File: config.mk
export PLATFORM = sky130hd
export DESIGN_NAME = jitype_emit_flat
export DESIGN_NICKNAME = d
export VERILOG_FILES = /design/src/rtl/jitype_emit_if.sv /design/src/rtl/jitype_emit.sv /design/src/flat_wrapper.sv
export SDC_FILE = /design/constraint.sdc
export NUM_CORES = 1
export LEC_CHECK = 0
export ABC_AREA = 1
export BUFFER_PORTS_ARGS = -buffer_cell sky130_fd_sc_hd__clkbuf_2
export CELL_PAD_IN_SITES_DETAIL_PLACEMENT = 0
export CELL_PAD_IN_SITES_GLOBAL_PLACEMENT = 1
export CORE_MARGIN = 1
export CORE_UTILIZATION = 45
export DETAILED_ROUTE_END_ITERATION = 16
export PLACE_DENSITY_LB_ADDON = 0.1
export SYNTH_ARGS = -nofsm -noshare
export SYNTH_HDL_FRONTEND = slang
export SYNTH_SLANG_ARGS = --single-unit
File: constraint.sdc
create_clock -name clock -period 3.6 [get_ports clock]
set_input_delay 0.18 -clock clock [delete_from_list [all_inputs] [get_ports clock]]
set_output_delay 0.18 -clock clock [all_outputs]
set_load 0.005 [all_outputs]
File: src/rtl/jitype_emit_if.sv
// Request, control and instruction-memory write signals of the JI-type stub emitter.
// The master side drives requests and memory back-pressure; the slave side is the emitter.
`timescale 1ns/1ps
interface jitype_emit_if #(
   parameter int ADDR_W = 12
);
   logic              in_valid;
   logic              in_ready;
   logic [1:0]        in_kind;
   logic [26:0]       in_target;
   logic              start;
   logic [ADDR_W-1:0] start_addr;
   logic              imem_busy;
   logic              imem_we;
   logic [ADDR_W-1:0] imem_addr;
   logic [31:0]       imem_data;
   logic              running;
   logic              wrapped;
   logic [15:0]       emit_count;

   modport master (
      output in_valid, in_kind, in_target, start, start_addr, imem_busy,
      input  in_ready, imem_we, imem_addr, imem_data, running, wrapped, emit_count
   );

   modport slave (
      input  in_valid, in_kind, in_target, start, start_addr, imem_busy,
      output in_ready, imem_we, imem_addr, imem_data, running, wrapped, emit_count
   );
endinterface

File: src/rtl/jitype_emit.sv
// Encodes J-class requests (j, jal, bex, setx) into 32-bit words, buffers them in a FIFO
// and writes them to consecutive instruction-memory addresses once started.
`timescale 1ns/1ps
module jitype_emit #(
   parameter int ADDR_W = 12,
   parameter int DEPTH  = 4
) (
   input  logic          clock,
   input  logic          reset_n,
   jitype_emit_if.slave  bus
);
   localparam int PTR_W = $clog2(DEPTH);

   typedef enum logic [1:0] {
      ST_IDLE,
      ST_RUN,
      ST_HALT
   } state_t;

   state_t            state_q, state_d;
   logic [31:0]       fifo_mem [DEPTH];
   logic [PTR_W:0]    wr_ptr_q, rd_ptr_q;
   logic [ADDR_W-1:0] addr_q, addr_d;
   logic              imem_we_q;
   logic [ADDR_W-1:0] imem_addr_q;
   logic [31:0]       imem_data_q;
   logic              running_q;
   logic              wrapped_q;
   logic [15:0]       emit_count_q;
   logic              full, empty, push, pop, load;

   function automatic logic [31:0] encode(input logic [1:0] kind, input logic [26:0] t);
      logic [4:0] op;
      case (kind)
         2'd0:    op = 5'b00001;
         2'd1:    op = 5'b00011;
         2'd2:    op = 5'b10110;
         default: op = 5'b10101;
      endcase
      return {op, t};
   endfunction

   // Extra pointer bit distinguishes full from empty when the indices match.
   assign empty = (wr_ptr_q == rd_ptr_q);
   assign full  = (wr_ptr_q[PTR_W] != rd_ptr_q[PTR_W]) &&
                  (wr_ptr_q[PTR_W-1:0] == rd_ptr_q[PTR_W-1:0]);
   assign push  = bus.in_valid && bus.in_ready;

   // Held low while in reset so nothing is offered as accepted.
   assign bus.in_ready   = reset_n && !full;
   assign bus.imem_we    = imem_we_q;
   assign bus.imem_addr  = imem_addr_q;
   assign bus.imem_data  = imem_data_q;
   assign bus.running    = running_q;
   assign bus.wrapped    = wrapped_q;
   assign bus.emit_count = emit_count_q;

   always_ff @(posedge clock) begin
      if (push) begin
         fifo_mem[wr_ptr_q[PTR_W-1:0]] <= encode(bus.in_kind, bus.in_target);
      end
   end

   always_ff @(posedge clock or negedge reset_n) begin
      if (!reset_n) begin
         state_q <= ST_IDLE;
      end else begin
         state_q <= state_d;
      end
   end

   always_comb begin
      state_d = state_q;
      addr_d  = addr_q;
      pop     = 1'b0;
      load    = 1'b0;
      case (state_q)
         ST_IDLE, ST_HALT: begin
            if (bus.start) begin
               state_d = ST_RUN;
               addr_d  = bus.start_addr;
               load    = 1'b1;
            end
         end
         ST_RUN: begin
            if (!empty && !bus.imem_busy) begin
               pop    = 1'b1;
               addr_d = addr_q + 1'b1;
               if (&addr_q) begin
                  state_d = ST_HALT;
               end
            end
         end
         default: state_d = ST_IDLE;
      endcase
   end

   always_ff @(posedge clock or negedge reset_n) begin
      if (!reset_n) begin
         wr_ptr_q     <= '0;
         rd_ptr_q     <= '0;
         addr_q       <= '0;
         imem_we_q    <= 1'b0;
         imem_addr_q  <= '0;
         imem_data_q  <= '0;
         running_q    <= 1'b0;
         wrapped_q    <= 1'b0;
         emit_count_q <= '0;
      end else begin
         addr_q    <= addr_d;
         imem_we_q <= pop;
         running_q <= (state_d == ST_RUN);
         if (push) begin
            wr_ptr_q <= wr_ptr_q + 1'b1;
         end
         if (pop) begin
            rd_ptr_q    <= rd_ptr_q + 1'b1;
            imem_addr_q <= addr_q;
            imem_data_q <= fifo_mem[rd_ptr_q[PTR_W-1:0]];
            if (emit_count_q != 16'hFFFF) begin
               emit_count_q <= emit_count_q + 1'b1;
            end
            if (&addr_q) begin
               wrapped_q <= 1'b1;
            end
         end
         if (load) begin
            emit_count_q <= '0;
            wrapped_q    <= 1'b0;
         end
      end
   end
endmodule
File: src/flat_wrapper.sv
// flat-port wrapper written by rule: the top's interface ports become plain ports
module jitype_emit_flat 
#(
   parameter int ADDR_W = 12,
   parameter int DEPTH  = 4
)
  (clock, reset_n, bus_in_valid, bus_in_kind, bus_in_target, bus_start, bus_start_addr, bus_imem_busy, bus_in_ready, bus_imem_we, bus_imem_addr, bus_imem_data, bus_running, bus_wrapped, bus_emit_count);
  jitype_emit_if #(.ADDR_W(ADDR_W)) bus_i ();
  input  logic clock;
  input  logic reset_n;
  input wire logic [$bits(bus_i.in_valid)-1:0] bus_in_valid;
  input wire logic [$bits(bus_i.in_kind)-1:0] bus_in_kind;
  input wire logic [$bits(bus_i.in_target)-1:0] bus_in_target;
  input wire logic [$bits(bus_i.start)-1:0] bus_start;
  input wire logic [$bits(bus_i.start_addr)-1:0] bus_start_addr;
  input wire logic [$bits(bus_i.imem_busy)-1:0] bus_imem_busy;
  output wire logic [$bits(bus_i.in_ready)-1:0] bus_in_ready;
  output wire logic [$bits(bus_i.imem_we)-1:0] bus_imem_we;
  output wire logic [$bits(bus_i.imem_addr)-1:0] bus_imem_addr;
  output wire logic [$bits(bus_i.imem_data)-1:0] bus_imem_data;
  output wire logic [$bits(bus_i.running)-1:0] bus_running;
  output wire logic [$bits(bus_i.wrapped)-1:0] bus_wrapped;
  output wire logic [$bits(bus_i.emit_count)-1:0] bus_emit_count;
  assign bus_i.in_valid = bus_in_valid;
  assign bus_i.in_kind = bus_in_kind;
  assign bus_i.in_target = bus_in_target;
  assign bus_i.start = bus_start;
  assign bus_i.start_addr = bus_start_addr;
  assign bus_i.imem_busy = bus_imem_busy;
  assign bus_in_ready = bus_i.in_ready;
  assign bus_imem_we = bus_i.imem_we;
  assign bus_imem_addr = bus_i.imem_addr;
  assign bus_imem_data = bus_i.imem_data;
  assign bus_running = bus_i.running;
  assign bus_wrapped = bus_i.wrapped;
  assign bus_emit_count = bus_i.emit_count;
  jitype_emit #(.ADDR_W(ADDR_W), .DEPTH(DEPTH)) u_core (.clock(clock), .reset_n(reset_n), .bus(bus_i));
endmodule
-- Word level (Yosys, flattened, before mapping)
Memories as Yosys holds them, arrays and structs flattened. A register that Yosys moved wholly into a read port is not among the register bits.
Cells that the tools add are included.
Widths: inputs -> output; s select.
- flip-flop bits (word level): 51
- bits in writable memories: 128
- output and inout bits: 64
- logic and storage cells: 65
- memories kept: 1
- add/subtract/negate cells: 4
- equal/unequal tests: 11
- multiplexer cells: 21
- reductions and logical operators: 19
- memories (memory ; depth ; width ; rd ports ; clocked after memory_dff ; wr ports ; RTL line ; source):
    u_core.fifo_mem ; 4 ; 32 ; 1 ; 1 ; 1 ; jitype_emit.sv:21 ; logic [31:0] fifo_mem [DEPTH];
- operator list (kind ; count):
    $mux 16 ; 3
    $mux 12 ; 2
    $pmux 12 s2 ; 1
    $add 16x1->16 const B ; 1
    $ne 16x16->1 const B ; 1
    $pmux 5 s3 ; 1
    $add 12x1->12 const B ; 1
    $reduce_and 12->1 ; 1
    $mux 1 ; 9
    $reduce_bool 2->1 ; 4
    $add 3x1->3 const B ; 2
    $eq 2x1->1 const B ; 3
    $mux 2 ; 3
    $mux 5 ; 1
    $eq 2x2->1 const B ; 2
    $logic_and 1x1->1 ; 4
    $logic_not 1->1 ; 4
    $logic_not 2->1 ; 2
    $pmux 2 s2 ; 1
    $reduce_and 2->1 ; 2
    $eq 3x3->1 ; 1
    $reduce_and 3->1 ; 1
    $eq 2x2->1 ; 1
    $ne 2x1->1 const B ; 1
    other kinds (3) ; 3

-- Logic depth before layout (Yosys ltp)
Gate-level depths: netlist (run 1).
- word-level depth: 7
- depth in mapped cells: 11

-- Least setup slack after synthesis (run 1)
Ideal clock, no wire load.
- path kind: reg2reg
- from: reg u_core.rd_ptr_q[0]
- to: mem u_core.fifo_mem[0][0], enable pin
- library setup time: 0.417 ns
- arrival time: 2.312 ns
- slack: 0.871 ns
- stages on the path, launching flop included: 9
- path buffers: 1
- period minus slack after synthesis: 2.729 ns
- path through: dfrtp_1 -> buf_4 -> nand2_1 -> nand2_2 -> nand2_1 -> o21ai_0 -> inv_1 -> nand2_1 -> nor2_1
- longest elaborated chain between the ends: 7
- RTL lines (item ; RTL line ; source):
    start, declared ; jitype_emit.sv:22 ; logic [PTR_W:0] wr_ptr_q, rd_ptr_q;
    start signal, assigned ; jitype_emit.sv:117 ; rd_ptr_q <= rd_ptr_q + 1'b1;
    $eq 2x2->1 ; jitype_emit.sv:46 ; (wr_ptr_q[PTR_W-1:0] == rd_ptr_q[PTR_W-1:0]);
    $logic_and 1x1->1 ; jitype_emit.sv:45 ; assign full = (wr_ptr_q[PTR_W] != rd_ptr_q[PTR_W]) &&
    $logic_not 1->1 ; jitype_emit.sv:50 ; assign bus.in_ready = reset_n && !full;
    $logic_and 1x1->1 ; jitype_emit.sv:50 ;
    named net bus_in_ready ; flat_wrapper.sv:17 ; output wire logic [$bits(bus_i.in_ready)-1:0] bus_in_ready;
    $logic_and 1x1->1 ; jitype_emit.sv:47 ; assign push = bus.in_valid && bus.in_ready;
    $mux 1 ; jitype_emit.sv:59 ; if (push) begin
    $mux 1 (implied by the code) ; jitype_emit.sv:60 ; fifo_mem[wr_ptr_q[PTR_W-1:0]] <= encode(bus.in_kind, bus.in_target);
    end, declared ; jitype_emit.sv:21 ;
The timed path passes the listed nets, and every way through them passes these cells.

-- Worst setup path in the final report (run 1)
- from: reg u_core.rd_ptr_q[1]
- to: mem u_core.fifo_mem[2][17], enable pin
- longest elaborated chain between the ends: 7
- RTL lines (item ; RTL line):
    $eq 2x2->1 ; jitype_emit.sv:46
    $logic_and 1x1->1 ; jitype_emit.sv:45
    $logic_not 1->1 ; jitype_emit.sv:50
    $logic_and 1x1->1 ; jitype_emit.sv:50
    $logic_and 1x1->1 ; jitype_emit.sv:47
    $mux 1 ; jitype_emit.sv:59
    $mux 1 (implied by the code) ; jitype_emit.sv:60
No other way between the ends.

==> results.cfg, run 1 <==
[floorplanning]
rows = 50
core_area_um2 = 18800
ioPinCount = 110
dieArea_um2 = 19800
die_x_um = 141
fp.dieH_um = 141
initial_utilization_pct = 46.1

[pwr]
p_sw_share_pct = 35.2
pwr_density_cell_nw_per_um2 = 754
p_int_mw = 5.13
p_switching_mw = 2.79
clock_power_share_pct = 26.7
p_leak_nw = 4.57
vdd_ir_drop_max_v = 0.000417
p_comb_share_pct = 29.9
p_seq_share_pct = 43.3

[global_route]
antenna_found_initial = 0
grt_overflow_total = 0
grt_max_degree = 62
track_usage_pct = 20.6
grt_first_pass_wirelength_mm = 32.4
first_global_vias = 6379

[cts]
ctsHoldBuffers = 38
clock_path_buffers = 3
ctsResizeCount = 0
post_cts_buffers = 0
cts_tree = built
cts_buffers = 22
cts_root_buffer = clkbuf_16
clk_pin_slew_ns = 0.06
htreeDepth = 1
clk_latency_ns = 0.49
cts_sinks = 201

[setup_path]
worstSetupStartpointType = flop
cp_slowest_cell = nor2_4
cp.required_ns = 3.71
critPathMaxStageDelay_ns = 0.85
worstPathCellList = inv_2 -> nand2_1 -> nand2_1 -> nand2_1 -> o21ai_0 -> inv_1 -> nand2_1 -> nor2_4
ff2ff_setup_slack_ns = 1.04
worst-setup-path-type = flop to flop
crit_path_frequent_cell = nand2_1
worstSetupEndpointType = flop
crit_buf_inv = 2
cp.arrival_ns = 2.68
rr_worst_depth = 8
r2r_end = u_core.fifo_mem[2][17]
timing.rr.start = u_core.rd_ptr_q[1]
crit_family = simple AND/OR/NAND/NOR gates
path_max_fanout = 30

[worst_hold_path]
worstHoldPathCells = 5
hold_path_end = u_core.addr_q[5]
hold_class = input pin to flop
hold_start = bus_start_addr[5]

[sta]
period_needed_ns = 2.56
setup_slack_ns = 1.04
finalHoldViolCount = 0
setup_viol_count_final = 0
worst_pin_slew_ns = 0.955
period_share_pct = 71.2
grt_setup_unrepaired = no
fmax_mhz = 390
fin_worst_skew_ns = 0.00888
setup_tns_ns = 0
hold_ws_ns = 0.0223
max_slew_margin_pct = 36.2
drv_slew = 0

[logic_synthesis]
yosysTopAreaCell = edfxtp_1
synth-seq-cells = 201
ys.flop_type = edfxtp_1
synth_edf_count = 120
async_flop_share_pct = 40.3
ys_types = 35
synth_top_area_share_pct = 41.5
yosysSeqAreaShare_pct = 64.9
synth_cells = 847
synth.net_count = 903
synthesis.area_um2 = 8680
yosysWarnings = 0
synth.most_common_cell = nand2_1
yosys-top-cells-area = edfxtp_1 42%, dfrtp_1 23%, nand2_1 11%
synth_commonest_cells = 255 x nand2_1, 120 x edfxtp_1, 94 x nor2_1
synth.avg_cell_area_um2 = 10.2

[detailed_routing]
firstDrtPassIters = 5
post_drt_wl_per_cell_um = 15.6
via_per_inst = 4.98
first_iter_violations = 226
wl_mm = 19.7
drtAntennaViolNets = 0
drc = 0
num_vias = 6284

[placement]
globalplace.congestion = 0.815
placed_cell_area_um2 = 9430
io_buffer_count = 108
dp_slack_ns = 1.05
dp_hpwl_mm = 12.5

[finish]
final_util_pct = 55.7
nFillCells = 1621
antenna_cells = 0
nNetsFinal = 1043
area_growth_pct = 20.9
drive_gt1_share_pct = 17.8
final_area_um2 = 10500

[run_status]
status = finished clean

[run]
drv_cap = 0
## logic make-up after synthesis
logic type / count (synthesis) / share of synthesized area [%]
adder cells (fa/ha/maj): 10 / 1.44
buffers and inverters: 87 / 4.57
AND/OR/NAND/NOR: 416 / 20.4
flip-flops: 201 / 64.9
AO/OA/AOI/OAI: 123 / 7.80
XOR/XNOR: 9 / 0.908
other: 1 / 0.0432
## state kept, by name, indices dropped and copies added (netlist names)
signal,count
u_core.state_q,2
u_core.fifo_mem,120
u_core.bus.imem_addr,12
u_core.wr_ptr_q,3
u_core.bus.wrapped,1
u_core.bus.imem_data,30
u_core.bus.running,1
u_core.bus.imem_we,1
u_core.rd_ptr_q,3
u_core.addr_q,12
u_core.bus.emit_count,16
## final cells by class
cell class / count / area, µm² / share of cell area [%]
clock buffers: 31 / 606 / 5.77
flip-flops and latches: 201 / 5630 / 53.7
repair buffers: 155 / 991 / 9.44
clock inverters: 9 / 75.1 / 0.715
multi-input cells: 559 / 2680 / 25.6
well taps: 260 / 325 / 3.10
inverters: 48 / 183 / 1.74
## power groups by stage
| stage | registers [mW] | logic [mW] | clock network (mW) |
|---|---|---|---|
| after floorplan | 3.38 | 1.56 | 0 |
| after global placement | 3.45 | 2.31 | 0 |
| after detailed placement | 3.47 | 2.36 | 0 |
| after CTS | 3.43 | 2.41 | 2.17 |
| after global routing | 3.50 | 2.71 | 2.26 |
| final | 3.43 | 2.37 | 2.11 |
## layer usage
metal	vias to the layer above	track usage, %	routed length (µm)
met5	-	0	0
met4	0	6.98	482
met3	36	2.99	816
met2	159	34.5	9450
met1	2976	27.7	8980
li1	3113	-	-
## how the worst max path moves through the flow
stage                       start                     end  slack [ns]  depth (start not counted)
2_1_floorplan  u_core.rd_ptr_q[0]   u_core.fifo_mem[0][0]        0.87                          8
3_3_place_gp   u_core.rd_ptr_q[1]  u_core.fifo_mem[2][13]        1.14                          8
3_5_place_dp   u_core.rd_ptr_q[1]  u_core.fifo_mem[2][13]        1.05                          8
4_1_cts                   reset_n  u_core.fifo_mem[2][17]        1.00                          6
5_1_grt        u_core.rd_ptr_q[1]  u_core.fifo_mem[2][17]        0.86                          8
6_report       u_core.rd_ptr_q[1]  u_core.fifo_mem[2][17]        1.04                          8
## worst min-delay path, stage by stage
cell and delay (ns):
clkbuf_2 0.07, nand2_1 0.05, nand2_1 0.06, nand2_1 0.04, o21ai_1 0.06
## metrics by stage
stage / power [mW] / instances
after floorplan: 4.94 / 847
after global placement: 5.77 / 1185
after detailed placement: 5.83 / 1185
after global routing: 8.47 / 1263
after CTS: 8.02 / 1263
final: 7.92 / 1263
## cell usage in the layout, fill, tap and decap left out, drive strengths merged
master       synthesis  final
clkinvlp             0      1
a21oi                2      2
inv                 48     48
dlygate4sd3          0     38
bufinv               0      1
o22ai               30     30
conb                 1      1
buf                 17     10
xor2                 6      6
clkbuf              22    138
xnor2                3      3
nand4               12     12
or2                  3      3
ha                  10     10
o21bai               5      5
o21ai               86     86
nor2               100    100
clkinv               0      7
nand2              266    266
nor3b                1      1
nand3b               1      1
nand3               29     29
edfxtp             120    120
nor3                 4      4
dfrtp               81     81
(Power assumes the default switching activity.)
==> run 2: changes to the inputs <==
ABC_AREA = 0   (was 1)
CORE_UTILIZATION = 43   (was 45)
clock period = 2.1 ns   (was 3.6 ns; I/O delays follow)
==> run 2 against run 1 <==
Effect of this change: count of clock-buffer cells in the layout down 4; hold slack better by 0.012 ns; register-to-register slack worse by 0.93 ns; clock power up 97%; total power up 72%; non-clock buffer count up 18; synthesized area down 7.1%.
==> results.cfg, run 2 <==
[run_status]
status = finished clean

[global_route]
antenna_found_initial = 0
grt_first_pass_wirelength_mm = 26.3
grt_max_degree = 58
grt_overflow_total = 0
first_global_vias = 4943
track_usage_pct = 17.4

[sta]
worst_pin_slew_ns = 0.749
drv_slew = 0
finalHoldViolCount = 0
setup_viol_count_final = 0
fin_worst_skew_ns = 0.0162
max_slew_margin_pct = 50.0
setup_tns_ns = 0
period_needed_ns = 1.99
fmax_mhz = 503
grt_setup_unrepaired = no
period_share_pct = 94.6
setup_slack_ns = 0.112

[finish]
final_cell_mix = 120 x edfxtp_1, 107 x clkbuf_2, 79 x dfrtp_1
drive_gt1_share_pct = 37.5
area_growth_pct = 26.9
nNetsFinal = 712
largest_register_ffs = 120
final_common_cell = edfxtp_1
antenna_cells = 0

[cts]
cts_root_buffer = clkbuf_16
cts_sinks = 201
htreeDepth = 1
clk_pin_slew_ns = 0.06
clock_path_buffers = 3
cts_tree = built
cts_buffers = 22
clk_latency_ns = 0.51

[setup_path]
worstPathCellList = xnor2_1 -> a311o_1 -> buf_12 -> or4_1 -> nor2_1 -> o22ai_1
worstSetupStartpointType = flop
cp_slowest_cell = or4_1
cp.required_ns = 2.48
worstSetupEndpointType = flop
crit_buf_inv = 1
worst-setup-path-type = flop to flop
cp.arrival_ns = 2.37
path_max_fanout = 17
critPathMaxStageDelay_ns = 0.54
crit_family = simple AND/OR/NAND/NOR gates

[run]
drv_cap = 0

[logic_synthesis]
async_flop_share_pct = 40.3
yosysWarnings = 0
synth_edf_count = 120
synthesis.area_um2 = 8060
synth_top_area_share_pct = 44.7
ys.flop_type = edfxtp_1
synth_cells = 483
synth.avg_cell_area_um2 = 16.7
yosysTopAreaCell = edfxtp_1
synth.most_common_cell = edfxtp_1
ys_types = 50
synth_commonest_cells = 120 x edfxtp_1, 81 x dfrtp_1, 43 x mux2_2
synth-seq-cells = 201
yosys-top-cells-area = edfxtp_1 45%, dfrtp_1 25%, mux4_2 8.4%
yosysSeqAreaShare_pct = 69.9
synth.net_count = 539

[floorplanning]
initial_utilization_pct = 44.4
core_area_um2 = 18100
die_x_um = 139
dieArea_um2 = 19300
ioPinCount = 110
rows = 49
fp.dieH_um = 139

[pwr]
p_seq_share_pct = 42.0
p_switching_mw = 3.83
clock_power_share_pct = 30.6
p_sw_share_pct = 28.1
pwr_density_cell_nw_per_um2 = 1330
p_comb_share_pct = 27.4
p_int_mw = 9.79
vdd_ir_drop_max_v = 0.000806
p_leak_nw = 4.07

[detailed_routing]
drtAntennaViolNets = 0
firstDrtPassIters = 7
drc = 0
wl_mm = 16.2
num_vias = 4681
via_per_inst = 5.20
first_iter_violations = 214
post_drt_wl_per_cell_um = 18.0

[placement]
dp_hpwl_mm = 10.0
globalplace.congestion = 0.771
dp_slack_ns = 0.0881
io_buffer_count = 108

[worst_hold_path]
hold_class = input pin to flop
[run 2: changes by cell type after synthesis, moves of 13 or more]
cell and delta:
inv_1 -38, nand3_1 -13, o22ai_1 -27, mux2_2 +43, nand2_1 -220, mux4_2 +30, nor2_1 -77, o21ai_0 -66
[run 2: path summary, 6_finish.rpt]
| check | slack, ns | depth (start not counted) | start | endpoint |
|---|---|---|---|---|
| setup / recovery | 0.11 | 6 | u_core.wr_ptr_q[2] | u_core.bus.emit_count[15] |
| hold / removal | 0.03 | 4 | bus_start_addr[10] | u_core.addr_q[10] |
| setup reg to reg | 0.11 | 6 | u_core.wr_ptr_q[2] | u_core.bus.emit_count[15] |
| hold reg to reg | 0.48 | 1 | u_core.wr_ptr_q[2] | u_core.wr_ptr_q[2] |
| max in group asynchronous | 0.80 | 4 | reset_n | u_core.rd_ptr_q[1] |
| min in group asynchronous | 0.18 | 3 | reset_n | u_core.bus.imem_data[6] |
[run 2: routing by layer]
metal	global-route usage [%]	vias up	share of wire [%]
met3	2.97	23	3.6
li1	-	2203	-
met2	30.8	93	51
met5	0	-	0
met4	5.56	0	2.4
met1	21.9	2362	43
[run 2: tightest hold or removal path, delay by kind of cell]
family                 cells  cell delay [ns]
buffers and inverters      1             0.09
AOI/OAI and AO/OA          2             0.27
and+or+nand+nor            1             0.04
[run 2: layout make-up]
| type | instances | area [µm²] |
|---|---|---|
| Clock buffer | 27 | 589 |
| Clock inverter | 13 | 200 |
| Fill cell | 1465 | 7920 |
| Inverter | 8 | 31.3 |
| Multi-Input combinational cell | 250 | 2280 |
| Sequential cell | 201 | 5630 |
| Tap cell | 229 | 287 |
| Timing Repair Buffer | 173 | 1210 |
[run 2: through the flow]
stage	total power, mW	cells	hold WS (ns)	utilization [%]	cell area, µm²
floorplan	8.16	483	-0.191	-	8070
global placement	9.49	819	0.183	49.7	9020
detailed placement	9.59	819	0.182	49.7	9020
global route	14.4	901	0.0568	56.4	10200
CTS	13.9	901	0.0150	56.4	10200
finish	13.6	901	0.0343	56.4	10200
[run 2: repair_timing]
action                                  in CTS  in global routing
gates resized for setup                      0                  1
endpoints found under the hold margin      148                  0
buffers inserted                             0                  0
hold buffers                                42                  0
endpoints found under the setup margin       0                  2
[run 2: cells by family after synthesis]
group / synth area share [%]
adders and majority gates: 1.55
AOI/OAI and AO/OA: 4.05
muxes: 15.9
buffers and inverters: 1.94
DFF: 69.9
and+or+nand+nor: 5.91
other: 0.0465
xor gates and xnor gates: 0.761
[run 2: power by group through the flow]
stage                     Sequential, mW  Combinational (mW)  Clock (mW)
after CTS                           5.74                3.85        4.27
after global placement              5.78                3.72           0
after floorplan                     5.72                2.44           0
after global routing                5.84                4.13        4.40
after detailed placement            5.81                3.78           0
final                               5.72                3.74        4.16
==> run 3: changes to the inputs <==
CORE_UTILIZATION = 45   (was 43)
CTS_BUF_LIST = sky130_fd_sc_hd__clkbuf_4   (was default)
==> run 3 against run 2 <==
Effect of this change: die area down 4.4%; hold slack better by 0.098 ns; sequential power about the same; core utilization up 2.2 points; count of clock-buffer cells in the layout up 56; critical path depth unchanged; fmax down 0.65%; sequential share of layout area up 0.15 points; via count up 6.5%; register-to-register slack about the same.
==> results.cfg, run 3 (synthesized netlist as in run 2, its figures left out) <==
[run_status]
status = finished clean

[sta]
drv_slew = 0
max_slew_margin_pct = 55.4
period_needed_ns = 2.00
period_share_pct = 95.3
finalHoldViolCount = 0
grt_setup_unrepaired = no
setup_tns_ns = 0
fin_worst_skew_ns = 0.0317
setup_slack_ns = 0.0994
worst_pin_slew_ns = 0.669
fmax_mhz = 500
setup_viol_count_final = 0

[finish]
drive_gt1_share_pct = 41.5
nNetsFinal = 755
area_growth_pct = 26.6
final_common_cell = edfxtp_1
multi_input_area_um2 = 2280
largest_register_ffs = 120
final_cells = 972
regArea_um2 = 5630
nFillCells = 1412
final_cell_mix = 120 x edfxtp_1, 107 x clkbuf_2, 83 x clkbuf_4

[cts]
cts_sinks = 201
cts_tree = built
clock_path_buffers = 3
clk_pin_slew_ns = 0.07
cts_buffers = 54
cts_root_buffer = clkbuf_4
clk_latency_ns = 0.66
htreeDepth = 2

[pwr]
p_leak_nw = 4.15
vdd_ir_drop_max_v = 0.000630
pwr_density_cell_nw_per_um2 = 1270

[global_route]
grt_overflow_total = 0
grt_max_degree = 42
grt_first_pass_wirelength_mm = 26.8
first_global_vias = 5318
antenna_found_initial = 1
track_usage_pct = 19.2

[setup_path]
worstPathCellList = dlygate4sd3_1 -> clkbuf_2 -> ha_1 -> dlygate4sd3_1 -> or2_2 -> dlygate4sd3_1
worstSetupStartpointType = input pin
rr_worst_depth = 7
ff2ff_setup_slack_ns = 0.12
cp.required_ns = 2.48
crit_family = buffers and inverters
cp.arrival_ns = 2.38
crit_buf_inv = 4
critPathMaxStageDelay_ns = 0.61
path_max_fanout = 4
timing.rr.start = u_core.rd_ptr_q[2]
worstSetupEndpointType = flop
worst-setup-path-type = input pin to flop
crit_path_frequent_cell = dlygate4sd3_1
cp_slowest_cell = dlygate4sd3_1
r2r_end = u_core.addr_q[9]

[placement]
dp_slack_ns = 0.0997
dp_hpwl_mm = 10.1
dp_cells = 821
io_buffer_count = 108
globalplace.congestion = 0.764

[detailed_routing]
first_iter_violations = 181
drc = 0
drtAntennaViolNets = 0
via_per_inst = 5.13
wl_mm = 16.8
post_drt_wl_per_cell_um = 17.3
firstDrtPassIters = 4
num_vias = 4983

[floorplanning]
initial_utilization_pct = 46.3
die_x_um = 136
rows = 48
core_area_um2 = 17400
ioPinCount = 110
dieArea_um2 = 18500
fp.dieH_um = 136

[worst_hold_path]
hold_class = input pin to async pin

[run]
drv_cap = 0
## run 3: cell count changes in the layout (fill, tap and decap cells not counted), moves of 3 or more
cell / delta
clkinv_1: +14
bufinv_16: -5
clkbuf_4: +83
clkbuf_16: -22
buf_4: +9
clkbuf_1: -3
buf_12: -3
dlygate4sd3_1: +5
clkinv_2: -3
## run 3: routing by layer
layer	share of wire, %	track usage, %	routed length [µm]
met5	0	0	0
met4	1.3	7.99	216
met3	5.1	5.03	862
met2	51	32.0	8490
met1	43	23.8	7200
## run 3: where the power goes
| part | internal [mW] | switching (mW) | leakage (nW) |
|---|---|---|---|
| Clock | 1.81 | 1.58 | 0.417 |
| Sequential | 5.17 | 0.526 | 2.07 |
| Combinational | 2.04 | 1.81 | 1.67 |
| Total | 9.02 | 3.92 | 4.15 |
## run 3: worst max-delay path by stage
stage                                  start                  endpoint  slack, ns  depth (start not counted)
after floorplan           u_core.rd_ptr_q[0]  u_core.bus.emit_count[4]       0.16                          9
after global placement    u_core.rd_ptr_q[0]   u_core.bus.imem_data[9]       0.16                          3
after detailed placement  u_core.rd_ptr_q[2]  u_core.bus.emit_count[4]        0.1                          6
after CTS                 u_core.rd_ptr_q[2]  u_core.bus.emit_count[3]       0.08                          6
after global routing      u_core.wr_ptr_q[1]          u_core.addr_q[4]      0.002                          7
final                         bus_in_kind[0]    u_core.fifo_mem[1][29]        0.1                          6
## run 3: stage by stage
stage                     utilization, %  hold WS, ns  instance area (µm²)  power (mW)
after floorplan                        -       -0.191                 8070        8.16
after global placement              51.8        0.273                 9020        9.52
after detailed placement            51.8        0.280                 9020        9.64
after CTS                           58.5       0.0934                10200        13.2
after global routing                58.6        0.146                10200        13.8
final                               58.6        0.133                10200        12.9
## run 3: repair_timing
item	in CTS	in global routing
hold buffers	47	0
hold endpoints to repair	203	0
setup endpoints to repair	0	3
gates resized for setup	0	2
buffers inserted	0	0
## run 3: layout make-up
cell class	instances	share of cell area (%)
Sequential cell	201	55.2
Multi-Input combinational cell	250	22.3
Timing Repair Buffer	184	12.4
Clock buffer	83	6.11
Tap cell	225	2.76
Clock inverter	19	0.797
Inverter	8	0.307
Antenna cell	2	0.0490
## run 3: worst min-delay path: stages
cell and delay (ns):
dlygate4sd3_1 0.54, buf_4 0.13, buf_4 0.49
